==> config.mk <==
export PLATFORM = sky130hd
export DESIGN_NAME = sgdmac_desc_fetch
export DESIGN_NICKNAME = d
export VERILOG_FILES = /design/src/rtl/sgdmac_desc_fetch.sv
export SDC_FILE = /design/constraint.sdc
export NUM_CORES = 1
export LEC_CHECK = 0
export ABC_CLOCK_PERIOD_IN_PS = 5000
export BUFFER_PORTS_ARGS = -buffer_cell sky130_fd_sc_hd__buf_2
export CORE_MARGIN = 5
export CORE_UTILIZATION = 49
export CTS_CLUSTER_DIAMETER = 200
export CTS_CLUSTER_SIZE = 30
export DETAILED_ROUTE_END_ITERATION = 8
export PLACE_DENSITY = 0.8
export SYNTH_ARGS = -nofsm -noshare
export SYNTH_HDL_FRONTEND = slang
export SYNTH_SLANG_ARGS = --single-unit
==> constraint.sdc <==
create_clock -name clk -period 5 [get_ports clk]
set_clock_uncertainty 0.05 [all_clocks]
set_input_delay 0 -clock clk [delete_from_list [all_inputs] [get_ports clk]]
set_output_delay 0 -clock clk [all_outputs]
set_load 0.02 [all_outputs]
==> src/rtl/sgdmac_desc_fetch.sv <==
// -----------------------------------------------------------------------------
// sgdmac_desc_fetch
// Scatter-gather descriptor fetcher. Starting from a pointer supplied by the
// config block, it walks a linked list of 16-byte descriptors over an AXI read
// port (one 4-beat INCR burst per descriptor). It hands each non-empty
// descriptor to the data-mover engine and reports done once the whole list has
// been executed.
//
// Descriptor layout (32-bit words):
//   w0 = src, w1 = dst, w2[LEN_W-1:0] = len, w3 = {next[31:4], 3'b0, last}
//
// Optional feature macro: SGDMAC_RRESP_CHECK_EN
//   defined     : a non-OKAY rresp on any beat sets the sticky err_o, drains
//                 the burst, discards that descriptor and ends the list.
//   not defined : rresp_i is ignored and err_o is tied low.
// -----------------------------------------------------------------------------
module sgdmac_desc_fetch #(
    parameter int MAX_OUTSTANDING = 2,
    parameter int LEN_W           = 16
) (
    input  logic             clk,
    input  logic             rst_n,
    input  logic [31:0]      start_pointer_i,
    input  logic             start_i,
    output logic             done_o,
    output logic             err_o,
    output logic [31:0]      araddr_o,
    output logic [3:0]       arlen_o,
    output logic [2:0]       arsize_o,
    output logic [1:0]       arburst_o,
    output logic             arvalid_o,
    input  logic             arready_i,
    input  logic [31:0]      rdata_i,
    input  logic [1:0]       rresp_i,
    input  logic             rlast_i,
    input  logic             rvalid_i,
    output logic             rready_o,
    output logic [31:0]      desc_src_o,
    output logic [31:0]      desc_dst_o,
    output logic [LEN_W-1:0] desc_len_o,
    output logic             desc_valid_o,
    input  logic             desc_ready_i,
    input  logic             desc_done_i
);

    localparam logic [2:0] MAX_OS = 3'(MAX_OUTSTANDING);

    typedef enum logic [2:0] {
        S_IDLE  = 3'd0,
        S_RADDR = 3'd1,
        S_RDATA = 3'd2,
        S_PUSH  = 3'd3,
        S_DRAIN = 3'd4
    } state_t;

    state_t           state_q, state_d;
    logic [31:0]      ptr_q, ptr_d;
    logic [1:0]       beat_q, beat_d;
    logic [31:0]      src_q, src_d;
    logic [31:0]      dst_q, dst_d;
    logic [LEN_W-1:0] len_q, len_d;
    logic [27:0]      next_q, next_d;
    logic             last_q, last_d;
    logic [2:0]       os_q, os_d;
    logic             done_q, done_d;
    logic             err_q, err_d;
    logic             rerr_q, rerr_d;
    logic             arvalid_q, arvalid_d;
    logic             rready_q, rready_d;
    logic             dvalid_q, dvalid_d;

    logic             ar_hs_s;
    logic             r_hs_s;
    logic             d_hs_s;
    logic             done_ev_s;
    logic             beat_err_s;
    logic             advance_s;
    logic             unused_s;

    // Handshake qualifiers; a completion pulse with nothing outstanding is dropped.
    assign ar_hs_s   = arvalid_q & arready_i;
    assign r_hs_s    = rready_q & rvalid_i;
    assign d_hs_s    = dvalid_q & desc_ready_i;
    assign done_ev_s = desc_done_i & (os_q != 3'd0);

`ifdef SGDMAC_RRESP_CHECK_EN
    assign beat_err_s = r_hs_s & (rresp_i != 2'b00);
`else
    assign beat_err_s = 1'b0;
`endif

    // rlast_i is not used: the internal beat counter decides the burst end.
    assign unused_s = ^{rlast_i, rresp_i, start_pointer_i[3:0]};

    assign arlen_o      = 4'd3;
    assign arsize_o     = 3'd2;
    assign arburst_o    = 2'b01;
    assign araddr_o     = ptr_q;
    assign arvalid_o    = arvalid_q;
    assign rready_o     = rready_q;
    assign desc_valid_o = dvalid_q;
    assign desc_src_o   = src_q;
    assign desc_dst_o   = dst_q;
    assign desc_len_o   = len_q;
    assign done_o       = done_q;
    assign err_o        = err_q;

    // Next-state logic: list walk FSM, outstanding counter and registered outputs.
    always_comb begin
        state_d   = state_q;
        ptr_d     = ptr_q;
        beat_d    = beat_q;
        src_d     = src_q;
        dst_d     = dst_q;
        len_d     = len_q;
        next_d    = next_q;
        last_d    = last_q;
        err_d     = err_q;
        rerr_d    = rerr_q;
        advance_s = 1'b0;

        // Outstanding count: push and completion in the same cycle cancel out.
        case ({d_hs_s, done_ev_s})
            2'b10:   os_d = os_q + 3'd1;
            2'b01:   os_d = os_q - 3'd1;
            default: os_d = os_q;
        endcase

        case (state_q)
            S_IDLE: begin
                if (start_i) begin
                    state_d = S_RADDR;
                    ptr_d   = {start_pointer_i[31:4], 4'h0};
                    err_d   = 1'b0;
                end else begin
                    state_d = S_IDLE;
                end
            end
            S_RADDR: begin
                if (ar_hs_s) begin
                    state_d = S_RDATA;
                    beat_d  = 2'd0;
                    rerr_d  = 1'b0;
                end else begin
                    state_d = S_RADDR;
                end
            end
            S_RDATA: begin
                if (r_hs_s) begin
                    case (beat_q)
                        2'd0:    src_d = rdata_i;
                        2'd1:    dst_d = rdata_i;
                        2'd2:    len_d = rdata_i[LEN_W-1:0];
                        2'd3: begin
                            next_d = rdata_i[31:4];
                            last_d = rdata_i[0];
                        end
                        default: src_d = src_q;
                    endcase
                    if (beat_err_s) begin
                        rerr_d = 1'b1;
                        err_d  = 1'b1;
                    end else begin
                        rerr_d = rerr_q;
                    end
                    beat_d = beat_q + 2'd1;
                    if (beat_q == 2'd3) begin
                        // A faulted descriptor is dropped and the walk ends.
                        if (rerr_q | beat_err_s) begin
                            state_d = S_DRAIN;
                        end else begin
                            state_d = S_PUSH;
                        end
                    end else begin
                        state_d = S_RDATA;
                    end
                end else begin
                    state_d = S_RDATA;
                end
            end
            S_PUSH: begin
                // Zero-length descriptors are skipped as if already accepted.
                if (len_q == {LEN_W{1'b0}}) begin
                    advance_s = 1'b1;
                end else if (d_hs_s) begin
                    advance_s = 1'b1;
                end else begin
                    advance_s = 1'b0;
                end
                if (advance_s) begin
                    if (last_q) begin
                        state_d = S_DRAIN;
                    end else begin
                        state_d = S_RADDR;
                        ptr_d   = {next_q, 4'h0};
                    end
                end else begin
                    state_d = S_PUSH;
                end
            end
            S_DRAIN: begin
                if (os_q == 3'd0) begin
                    state_d = S_IDLE;
                end else begin
                    state_d = S_DRAIN;
                end
            end
            default: begin
                state_d = S_IDLE;
            end
        endcase

        // Outputs follow the next state so they are valid the cycle the state is.
        arvalid_d = (state_d == S_RADDR);
        rready_d  = (state_d == S_RDATA);
        done_d    = (state_d == S_IDLE);
        dvalid_d  = (state_d == S_PUSH) && (len_d != {LEN_W{1'b0}}) && (os_d < MAX_OS);
    end

    // State and output registers with asynchronous reset to the idle state.
    always_ff @(posedge clk or negedge rst_n) begin
        if (!rst_n) begin
            state_q   <= S_IDLE;
            ptr_q     <= 32'd0;
            beat_q    <= 2'd0;
            src_q     <= 32'd0;
            dst_q     <= 32'd0;
            len_q     <= {LEN_W{1'b0}};
            next_q    <= 28'd0;
            last_q    <= 1'b0;
            os_q      <= 3'd0;
            done_q    <= 1'b1;
            err_q     <= 1'b0;
            rerr_q    <= 1'b0;
            arvalid_q <= 1'b0;
            rready_q  <= 1'b0;
            dvalid_q  <= 1'b0;
        end else begin
            state_q   <= state_d;
            ptr_q     <= ptr_d;
            beat_q    <= beat_d;
            src_q     <= src_d;
            dst_q     <= dst_d;
            len_q     <= len_d;
            next_q    <= next_d;
            last_q    <= last_d;
            os_q      <= os_d;
            done_q    <= done_d;
            err_q     <= err_d;
            rerr_q    <= rerr_d;
            arvalid_q <= arvalid_d;
            rready_q  <= rready_d;
            dvalid_q  <= dvalid_d;
        end
    end

endmodule
# Word-level counts from Yosys, hierarchy flattened

Cells that the tools add are included.

Bits in latches: 0
Memories: 0
ROM bits: 0
Input bits: 74
Logic and storage cells: 76
Bits in writable memories: 0
Output and inout port bits: 126
Bits in registers: 153

Bitwise gates (word level): 4
Equal/unequal tests: 17
Reductions and logical operators: 16
Magnitude comparators: 1
$mul: 0
Shift-type cells: 0
Multiplexer cells: 22
$add $sub $neg: 3
Divide/modulo/power cells: 0

Operator list:

| kind                                                        | count |
|---|---|
| two-way mux 32 bit                                          | 3 |
| case mux 32 bit (2 select lines)                            | 1 |
| two-way mux 16 bit                                          | 3 |
| zero test 16 bit                                            | 1 |
| nonzero test 16 bit                                         | 1 |
| case mux 3 bit (5 select lines)                             | 1 |
| == test 3 x 2 -> 1 bit (second input constant)              | 4 |
| two-way mux 3 bit                                           | 4 |
| AND reduction 3 bit                                         | 4 |
| inequality test 2 bit (second input constant)               | 5 |
| zero test 3 bit                                             | 3 |
| == test 2 bit (second input constant)                       | 3 |
| == test 3 x 1 -> 1 bit (second input constant)              | 2 |
| two-way mux 2 bit                                           | 3 |
| case mux 3 bit (2 select lines)                             | 1 |
| two-way mux 1 bit                                           | 5 |
| AND 1 bit                                                   | 4 |
| == test 2 x 1 -> 1 bit (second input constant)              | 2 |
| case mux 2 bit (2 select lines)                             | 1 |
| AND reduction 4 bit                                         | 1 |
| nonzero test 2 bit                                          | 2 |
| adder 3 x 1 -> 3 bit (second input constant)                | 1 |
| == test 3 bit (second input constant)                       | 1 |
| less-than comparator 3 x 2 -> 1 bit (second input constant) | 1 |
| 5 further kinds                                             | 6 |

# Depth between registers and ports, before layout

Gate-level depths: netlist (run 1).

Depth in word-level cells: 9
Mapped depth: 10

# Least setup slack after synthesis (run 1)

No wires, ideal clock.

Path kind: flip-flop to flip-flop
Start point: register dvalid_q (netlist: desc_valid_o)
End point: register dvalid_q (netlist: desc_valid_o)
Required time: 4.830 ns
Setup slack: 3.020 ns
Period minus slack after synthesis: 1.980 ns
Path buffers: 0
Stages on the path, launching flop included: 10
Arrival time: 1.810 ns
Path through: dfrtp_1 -> nand2_1 -> ha_1 -> inv_1 -> fa_1 -> xor2_1 -> nor2_1 -> xor2_1 -> a311oi_1 -> and3_1

Elaborated cells on any way between the ends: 13
Those cells by class: order compare (1); eq/ne (3); mux (6); bitwise (1); reduce/logical (2)

RTL lines:

| item                                                    | RTL line | text |
|---|---|---|
| start: declaration                                      | 70       | `logic dvalid_q, dvalid_d;` |
| start signal: assignment                                | 253      | `dvalid_q <= dvalid_d;` |
| AND 1 bit *                                             | 83       | `assign d_hs_s = dvalid_q & desc_ready_i;` |
| == test 2 x 1 -> 1 bit or == test 2 bit (tied branches) | 123      | `case ({d_hs_s, done_ev_s})` |
| case mux 3 bit (2 select lines) *                       | 123      |  |
| net os_d[2]                                             | 64       | `logic [2:0] os_q, os_d;` |
| less-than comparator 3 x 2 -> 1 bit *                   | 217      | `dvalid_d = (state_d == S_PUSH) && (len_d != {LEN_W{1'b0}}) && (os_d < MAX_OS);` |
| logical AND 1 bit *                                     | 217      |  |
| net dvalid_d                                            | 70       |  |

The timed path passes the listed nets; every way through them passes the cells marked *. The select of a mux whose other input is x is not followed.
A chain may end at the register's enable or synchronous reset.

# Worst setup path in the final report (run 1)

Start point: register state_q[1]
End point: register arvalid_q (netlist: arvalid_o)

Word-level cells in the longest chain between the ends: 3
Elaborated cells on any way between the ends: 7
Those cells by class: eq/ne (5); mux (1); reduce/logical (1)

RTL lines:

| item                                  | RTL line | text |
|---|---|---|
| start: declaration                    | 56       | `state_t state_q, state_d;` |
| start signal: assignment              | 239      | `state_q <= state_d;` |
| == test 3 bit (tied with other cells) | 129      | `case (state_q)` |
| case mux 3 bit (5 select lines) *     | 129      |  |
| net state_d[0]                        | 56       |  |
| == test 3 x 1 -> 1 bit *              | 214      | `arvalid_d = (state_d == S_RADDR);` |
| net arvalid_d                         | 68       | `logic arvalid_q, arvalid_d;` |
| end signal: assignment                | 251      | `arvalid_q <= arvalid_d;` |
| end: declaration                      | 68       |  |

The timed path passes the listed nets; every way through them passes the cells marked *.

==> Flow_metrics.wiki, run 1 <==
{| class="wikitable"
! Metric !! Value
|-
| CP peak stage delay || 0.86 ns
|-
| Via count of the first global-routing pass || 4855
|-
| Pin count of the biggest net entering global routing || 90
|-
| Antenna Cells || 0
|-
| Register-to-Register Setup Slack || 2.21 ns
|-
| Worst min path class || input pin to register
|-
| Share of synthesized registers carrying an async set or reset || 1.00
|-
| Most numerous cell in the Yosys netlist || sky130_fd_sc_hd__dfrtp_1
|-
| Tightest Pin Transition || 1.05 ns
|-
| WL final || 16.2 mm
|-
| Top fanout value on the critical path || 17
|-
| TNS Setup || 0 ns
|-
| Synthesized cell area || 6370 um2
|-
| Area fraction of the dominant cell type after synthesis || 0.582
|-
| R2R Path End || arvalid_o$_DFF_PN0_
|-
| Top-level I/O count || 200
|-
| Worst-path cell chain || nor3b_4, nand4_1, and3b_1, o21ai_0, nor3b_1
|-
| Kind of capture point of the worst setup path || register
|-
| Fraction of power consumed by the clock network || 0.300
|-
| Remaining max-slew budget at the tightest pin || 0.295
|-
| Antenna violations before repair || 0
|-
| Number of setup violations in the final report || 0
|-
| End point of the worst hold path || beat_q[1]$_DFFE_PN0P_
|-
| Gate power share || 0.323
|-
| Post-layout utilization of the core || 0.675
|-
| Minimum clock period || 2.79 ns
|-
| Synthesis warning total || 0
|-
| Area enclosed by the die boundary || 15400 um2
|-
| Storage element area || 3730 um2
|-
| Routed Antenna Nets || 0
|-
| Data arrival, critical path || 3.07 ns
|-
| Routed via count || 4346
|-
| RSZ-0062 raised after global routing || no
|-
| Half-perimeter wire length of the detailed placement result || 10.6 mm
|-
| FF+latch count, synth || 149
|-
| Core region area || 12700 um2
|-
| Synthesized area per cell || 15.3 um2
|-
| Clock slew seen by the registers of the worst setup and hold paths || 0.06 ns
|-
| Total number of nets in the final design || 740
|-
| Count of filler cells inserted in the layout || 889
|-
| Result of the run || finished, final reports clean
|-
| Global-route usage over all layers || 0.219
|-
| Tcrit/Tclk final || 0.558
|-
| Unique cell type count in the Yosys netlist || 40
|-
| Ratio of cells with drive above 1 in the final layout || 0.572
|-
| Setup Fix Bufs, Post-CTS || 0
|-
| Router iterations before antenna repair || 5
|-
| Depth of the worst register-to-register path || 5
|-
| Synthesis-to-layout area growth || 34.4%
|-
| Port Buffer Count || 178
|-
| Leading post-synthesis cells by instance count || sky130_fd_sc_hd__dfrtp_1, sky130_fd_sc_hd__mux2_2, sky130_fd_sc_hd__mux2_4
|-
| Cell Pwr Density || 491 nW/um2
|-
| Initial cell density of the core || 0.503
|-
| Seq/Total Area, Yosys || 0.586
|-
| Maximum vdd drop || 0.000320 V
|-
| Count of final max-slew check failures || 0
|-
| Switching power share of the total || 0.333
|-
| Leading post-synthesis cells by cell area || sky130_fd_sc_hd__dfrtp_1, sky130_fd_sc_hd__mux2_2, sky130_fd_sc_hd__mux2_4, sky130_fd_sc_hd__buf_4, sky130_fd_sc_hd__ha_1
|-
| Max-capacitance violation count || 0
|-
| Launch point of the worst reg-to-reg path || state_q[1]$_DFF_PN0_
|-
| Share of total power in sequential cells || 0.377
|-
| CP Class || register to register
|-
| Total overflow reported by the global router || 0
|-
| Category of cells accounting for the largest share of critical-path delay || simple AND/OR/NAND/NOR gates
|-
| Number of hold violations in the final report || 0
|-
| Level count of the clock H-tree || 4
|-
| Power spent charging and discharging nets || 0.00140 W
|-
| Biggest area consumer among synthesized cells || sky130_fd_sc_hd__dfrtp_1
|-
| Routability congestion estimate || 0.798
|-
| CTS tree || done
|-
| Longest Clk Path Bufs || 2
|-
| Global-route wire length before repair || 25.4 mm
|-
| Routed wire length per instance || 19.1 um
|-
| Horizontal die dimension || 124 um
|-
| CTS Buf Count || 17
|-
| Count of unresolved DRC violations after routing || 0
|-
| CP Launch Type || register
|-
| Starting DRT DRC Count || 165
|-
| Number of sinks on the clock net || 149
|-
| Count of buffering cells on the critical path with inverters included || 0
|-
| Max stage delay cell, worst path || sky130_fd_sc_hd__nand4_1
|-
| Total of cells resized after clock tree synthesis || 0
|-
| EDFF count, synth || 0
|-
| Syn Inst Count || 415
|-
| Multi-input combinational cell area || 2450 um2
|-
| Upper clock frequency limit || 358 MHz
|-
| Die extent in y || 124 um
|-
| Leakage || 4.68 nW
|-
| Depth of the critical timing path with buffers and inverters included || 5
|-
| HP Start || arready_i
|-
| CTS root buf || sky130_fd_sc_hd__clkbuf_16
|-
| Commonest register cell after synthesis || sky130_fd_sc_hd__dfrtp_1
|-
| Int Power || 0.00280 W
|-
| Vias per inst || 5.14
|-
| Later-pin clock latency in the skew report || 0.42 ns
|-
| Row Count || 41
|-
| Required @ worst endpoint || 5.28 ns
|-
| Cell count of the worst hold path || 4
|}
state kept, by name (all words and copies together), names as in the netlist:
signal and count:
araddr_o 28, arvalid_o 1, beat_q 2, desc_dst_o 32, desc_len_o 16, desc_src_o 32, desc_valid_o 1, done_o 1
last_q 1, next_q 28, os_q 3, rready_o 1, state_q 3
cells by family (layout without fill, tap and decap cells):
group	Yosys count	count (layout)	share of synthesized area
compound gates	10	10	0.0134
xor+xnor	3	3	0.00413
fa+ha+maj	6	6	0.0130
buf+inv	39	285	0.0375
flops	149	149	0.586
mux	167	167	0.306
other cells	2	14	0.00118
simple gates	39	39	0.0387
layout make-up:
cell class,instances,share of cell area
clock buffers,19,0.0506
flip-flops and latches,149,0.436
multi-input cells,239,0.286
repair buffers,244,0.181
clock inverters,13,0.0173
well taps,172,0.0251
inverters,9,0.00395
how the worst max path moves through the flow:
stage                                 from  slack, ns                     end
floorplan           desc_valid_o$_DFF_PN0_       3.02  desc_valid_o$_DFF_PN0_
global placement      state_q[1]$_DFF_PN0_       2.34     arvalid_o$_DFF_PN0_
detailed placement    state_q[1]$_DFF_PN0_       2.27     arvalid_o$_DFF_PN0_
CTS                   state_q[1]$_DFF_PN0_       2.22     arvalid_o$_DFF_PN0_
global route          state_q[1]$_DFF_PN0_       1.99  desc_valid_o$_DFF_PN0_
finish                state_q[1]$_DFF_PN0_       2.21     arvalid_o$_DFF_PN0_
tightest hold or removal path: stages:
cell and delay (ns):
sky130_fd_sc_hd__buf_2 0.10, sky130_fd_sc_hd__nand4_1 0.15, sky130_fd_sc_hd__nand2_1 0.12, sky130_fd_sc_hd__o21ai_0 0.07
routing by layer:
metal  global-route usage  part of all wire  up-vias
li1                     -                 -     1944
met1                0.252              0.39     2218
met2                0.390              0.53      159
met3               0.0649             0.072       25
met4               0.0760             0.015        0
met5                    0                 0        -
timing repair:
| action | in CTS | in global routing |
|---|---|---|
| setup endpoints to repair | 0 | 0 |
| hold endpoints to repair | 226 | 0 |
| hold buffers | 63 | 0 |
metrics by stage:
stage | hold WS (ns) | instances | area [um2] | setup WS, ns | power [W]
2_1_floorplan | -0.346 | 427 | 6410 | 3.02 | 0.00249
3_3_place_gp | 0.0476 | 750 | 7350 | 2.34 | 0.00285
3_5_place_dp | 0.0583 | 750 | 7350 | 2.27 | 0.00291
4_1_cts | 0.0126 | 845 | 8560 | 2.22 | 0.00422
5_1_grt | 0.0464 | 845 | 8560 | 1.99 | 0.00440
6_report | 0.0183 | 845 | 8560 | 2.21 | 0.00420
cells in the final DEF (no fill, tap or decap), types with 3 or more instances in the layout:
cell type	count
sky130_fd_sc_hd__nand4_1	4
sky130_fd_sc_hd__nor4_1	6
sky130_fd_sc_hd__mux2_2	143
sky130_fd_sc_hd__dfrtp_1	148
sky130_fd_sc_hd__inv_6	4
sky130_fd_sc_hd__o21ai_0	3
sky130_fd_sc_hd__nand3_1	4
sky130_fd_sc_hd__mux2_4	20
sky130_fd_sc_hd__nand2_2	3
sky130_fd_sc_hd__dlygate4sd3_1	63
sky130_fd_sc_hd__clkinv_4	4
sky130_fd_sc_hd__mux2i_1	4
sky130_fd_sc_hd__nand2_1	3
sky130_fd_sc_hd__buf_4	3
sky130_fd_sc_hd__buf_2	177
sky130_fd_sc_hd__ha_1	5
sky130_fd_sc_hd__conb_1	14
sky130_fd_sc_hd__clkbuf_16	17
sky130_fd_sc_hd__nor2_1	4
sky130_fd_sc_hd__inv_1	9
power by group through the flow:
| stage | clock (W) | combinational, W | sequential [W] |
|---|---|---|---|
| after CTS | 0.00128 | 0.00136 | 0.00158 |
| after floorplan | 0 | 0.000687 | 0.00181 |
| after global placement | 0 | 0.00127 | 0.00158 |
| after global routing | 0.00134 | 0.00145 | 0.00161 |
| final | 0.00126 | 0.00136 | 0.00158 |
| after detailed placement | 0 | 0.00131 | 0.00160 |
Power figures use the tool's default switching activity.
==> run 2: changes to the inputs <==
==> config.mk (replaced) <==
export PLATFORM = sky130hd
export DESIGN_NAME = sgdmac_desc_fetch
export DESIGN_NICKNAME = d
export VERILOG_FILES = /design/src/rtl/sgdmac_desc_fetch.sv
export SDC_FILE = /design/constraint.sdc
export NUM_CORES = 1
export LEC_CHECK = 0
export ABC_CLOCK_PERIOD_IN_PS = 2550
export BUFFER_PORTS_ARGS = -buffer_cell sky130_fd_sc_hd__buf_2
export CORE_MARGIN = 5
export CORE_UTILIZATION = 46
export CTS_CLUSTER_DIAMETER = 200
export CTS_CLUSTER_SIZE = 30
export DETAILED_ROUTE_END_ITERATION = 8
export PLACE_DENSITY = 0.79
export SYNTH_ARGS = -nofsm -noshare
export SYNTH_HDL_FRONTEND = slang
export SYNTH_SLANG_ARGS = --single-unit
==> constraint.sdc (replaced) <==
create_clock -name clk -period 2.55 [get_ports clk]
set_clock_uncertainty 0.05 [all_clocks]
set_input_delay 0 -clock clk [delete_from_list [all_inputs] [get_ports clk]]
set_output_delay 0 -clock clk [all_outputs]
set_load 0.02 [all_outputs]
==> Flow_metrics.wiki, run 2 (synthesis gave the netlist of run 1 again) <==
{| class="wikitable"
! Metric !! Value
|-
| Post-layout utilization of the core || 0.632 (-0.0439)
|-
| Antenna Cells || 0 (unchanged)
|-
| Horizontal die dimension || 128 um (+2.9%)
|-
| Commonest non-fill, non-tap cell in the layout || sky130_fd_sc_hd__buf_2
|-
| Longest Clk Path Bufs || 2 (unchanged)
|-
| Total overflow reported by the global router || 0 (unchanged)
|-
| Remaining max-slew budget at the tightest pin || 0.415 (+0.120)
|-
| Max stage delay cell, worst path || sky130_fd_sc_hd__dfrtp_1
|-
| Global-route usage over all layers || 0.200 (-0.0191)
|-
| CP Class || register to register
|-
| Int Power || 0.00554 W (+98%)
|-
| Total of cells resized after clock tree synthesis || 0 (unchanged)
|-
| Data arrival, critical path || 2.45 ns (-0.62 ns)
|-
| Final instance area || 8660 um2 (+1.2%)
|-
| Tightest Pin Transition || 0.866 ns (-0.188 ns)
|-
| Count of filler cells inserted in the layout || 1041 (+17%)
|-
| Upper clock frequency limit || 454 MHz (+27%)
|-
| Max-capacitance violation count || 0 (unchanged)
|-
| Storage element area || 3730 um2 (unchanged)
|-
| Multi-input combinational cell area || 2450 um2 (unchanged)
|-
| CTS Buf Count || 17 (unchanged)
|-
| Starting DRT DRC Count || 95 (-42%)
|-
| Maximum vdd drop || 0.000562 V (+76%)
|-
| Die extent in y || 128 um (+2.9%)
|-
| Row Count || 43 (+4.9%)
|-
| Via count of the first global-routing pass || 4851 (-0.082%)
|-
| Port Buffer Count || 178 (unchanged)
|-
| Core region area || 13700 um2 (+8.3%)
|-
| Tcrit/Tclk final || 0.865 (+0.306)
|-
| Final total power || 0.00827 W (+97%)
|-
| Worst min path class || input pin to asynchronous set/reset pin
|-
| Global-route wire length before repair || 25.5 mm (+0.19%)
|-
| Count of unresolved DRC violations after routing || 0 (unchanged)
|-
| Kind of capture point of the worst setup path || register
|-
| Antenna violations before repair || 0 (unchanged)
|-
| Top fanout value on the critical path || 22 (+5)
|-
| Top-level I/O count || 200 (unchanged)
|-
| Routability congestion estimate || 0.768 (-3.8%)
|-
| TNS Setup || 0 ns (unchanged)
|-
| Cell Pwr Density || 955 nW/um2 (+95%)
|-
| Ratio of cells with drive above 1 in the final layout || 0.579 (+0.00673)
|-
| Router iterations before antenna repair || 4 (-1)
|-
| Number of sinks on the clock net || 149 (unchanged)
|-
| Post-detailed-placement cell area || 7440 um2 (+1.3%)
|-
| Leakage || 4.72 nW (+0.88%)
|-
| Fraction of power consumed by the clock network || 0.303 (+0.003)
|-
| Number of hold violations in the final report || 0 (unchanged)
|-
| Gate power share || 0.322 (about the same)
|-
| Synthesis-to-layout area growth || 36.1%
|-
| Total number of nets in the final design || 746 (+0.81%)
|-
| Area enclosed by the die boundary || 16300 um2 (+6.0%)
|-
| Pin count of the biggest net entering global routing || 66 (-27%)
|-
| Routed wire length per instance || 18.4 um (-4.0%)
|-
| Share of total power in sequential cells || 0.375 (-0.002)
|-
| Clock slew seen by the registers of the worst setup and hold paths || 0.07 ns (about the same)
|-
| Number of setup violations in the final report || 0 (unchanged)
|-
| Power spent charging and discharging nets || 0.00273 W (+95%)
|-
| RSZ-0062 raised after global routing || no
|-
| WL final || 15.8 mm (-2.4%)
|-
| Worst Setup SP || desc_len_o[6]$_DFF_PN0_
|-
| CP Launch Type || register
|-
| Vias per inst || 5.02 (-2.4%)
|-
| Setup Fix Bufs, Post-CTS || 0 (unchanged)
|-
| Worst-path cell chain || nor4_1, nand4_1, o21ai_2, o21ai_4, buf_12, mux2_4
|-
| Minimum clock period || 2.20 ns (-0.588 ns)
|-
| Routed via count || 4313 (-0.76%)
|-
| Level count of the clock H-tree || 4 (unchanged)
|-
| Half-perimeter wire length of the detailed placement result || 10.6 mm (+0.79%)
|-
| Initial cell density of the core || 0.464 (-0.0384)
|-
| Later-pin clock latency in the skew report || 0.42 ns (about the same)
|-
| Required @ worst endpoint || 2.80 ns (-2.48 ns)
|-
| Commonest cells after routing, fill and taps aside || sky130_fd_sc_hd__buf_2, sky130_fd_sc_hd__dfrtp_1, sky130_fd_sc_hd__mux2_2, sky130_fd_sc_hd__dlygate4sd3_1, sky130_fd_sc_hd__mux2_4
|-
| Result of the run || finished, final reports clean
|-
| Count of final max-slew check failures || 0 (unchanged)
|-
| Total of hold buffers inserted after clock tree synthesis || 63 (unchanged)
|-
| Routed Antenna Nets || 0 (unchanged)
|-
| CP peak stage delay || 0.39 ns (-0.47 ns)
|-
| Launch point of the worst reg-to-reg path || desc_len_o[6]$_DFF_PN0_
|-
| CTS root buf || sky130_fd_sc_hd__clkbuf_16
|-
| Switching power share of the total || 0.330 (-0.00278)
|-
| CTS tree || done
|}
==> run 2: changes by cell type in the layout (fill, tap and decap cells not counted), sizes merged <==
cell      previous run  this run
buf                181       187
clkbuf              19        17
clkinv               6         4
clkinvlp             1         3
inv                 13        15
==> run 2: path summary, 6_finish.rpt <==
check                      slack, ns  cells after the start                    endpoint
max                             0.35                      6    araddr_o[24]$_DFFE_PN0P_
min reg2reg                     0.45                      1  desc_src_o[16]$_DFFE_PN0P_
max reg2reg                     0.35                      6    araddr_o[24]$_DFFE_PN0P_
min in group clk                0.10                      4         os_q[0]$_DFFE_PN0N_
min                             0.07                      2         arvalid_o$_DFF_PN0_
max in group asynchronous       1.60                      3            done_o$_DFF_PN1_
==> run 2: through the flow <==
stage / cells / hold slack [ns] / setup slack, ns
2_1_floorplan: 427 / -0.346 / 0.570
3_3_place_gp: 764 / -0.0545 / 0.411
3_5_place_dp: 764 / -0.0455 / 0.349
4_1_cts: 859 / 0.0700 / 0.326
5_1_grt: 859 / 0.105 / 0.214
6_report: 859 / 0.0710 / 0.345
==> run 2: critical path, delay by kind of cell (launching register included) <==
family	cells	cell delay, ns
muxes	1	0.31
DFF	1	0.39
buffers and inverters	1	0.21
and+or+nand+nor	2	0.61
AOI/OAI and AO/OA	2	0.49
==> run 2: cell type report <==
class | instances | area share
Inverter | 9 | 0.00390
Multi-Input combinational cell | 239 | 0.283
Tap cell | 180 | 0.0260
Sequential cell | 149 | 0.430
Clock inverter | 15 | 0.0195
Clock buffer | 17 | 0.0491
Timing Repair Buffer | 250 | 0.188
==> run 2: power groups by stage <==
stage | clock [W] | sequential [W] | combinational (W)
floorplan | 0 | 0.00354 | 0.00135
global route | 0.00267 | 0.00316 | 0.00286
detailed placement | 0 | 0.00314 | 0.00261
finish | 0.00250 | 0.00311 | 0.00266
global placement | 0 | 0.00311 | 0.00254
CTS | 0.00257 | 0.00311 | 0.00269
==> run 2: routing by layer <==
layer,part of all wire,routed length (um),GRT usage
met5,0,0,0
met1,0.39,6210,0.233
met2,0.52,8150,0.345
met3,0.070,1110,0.0704
met4,0.018,290,0.0687
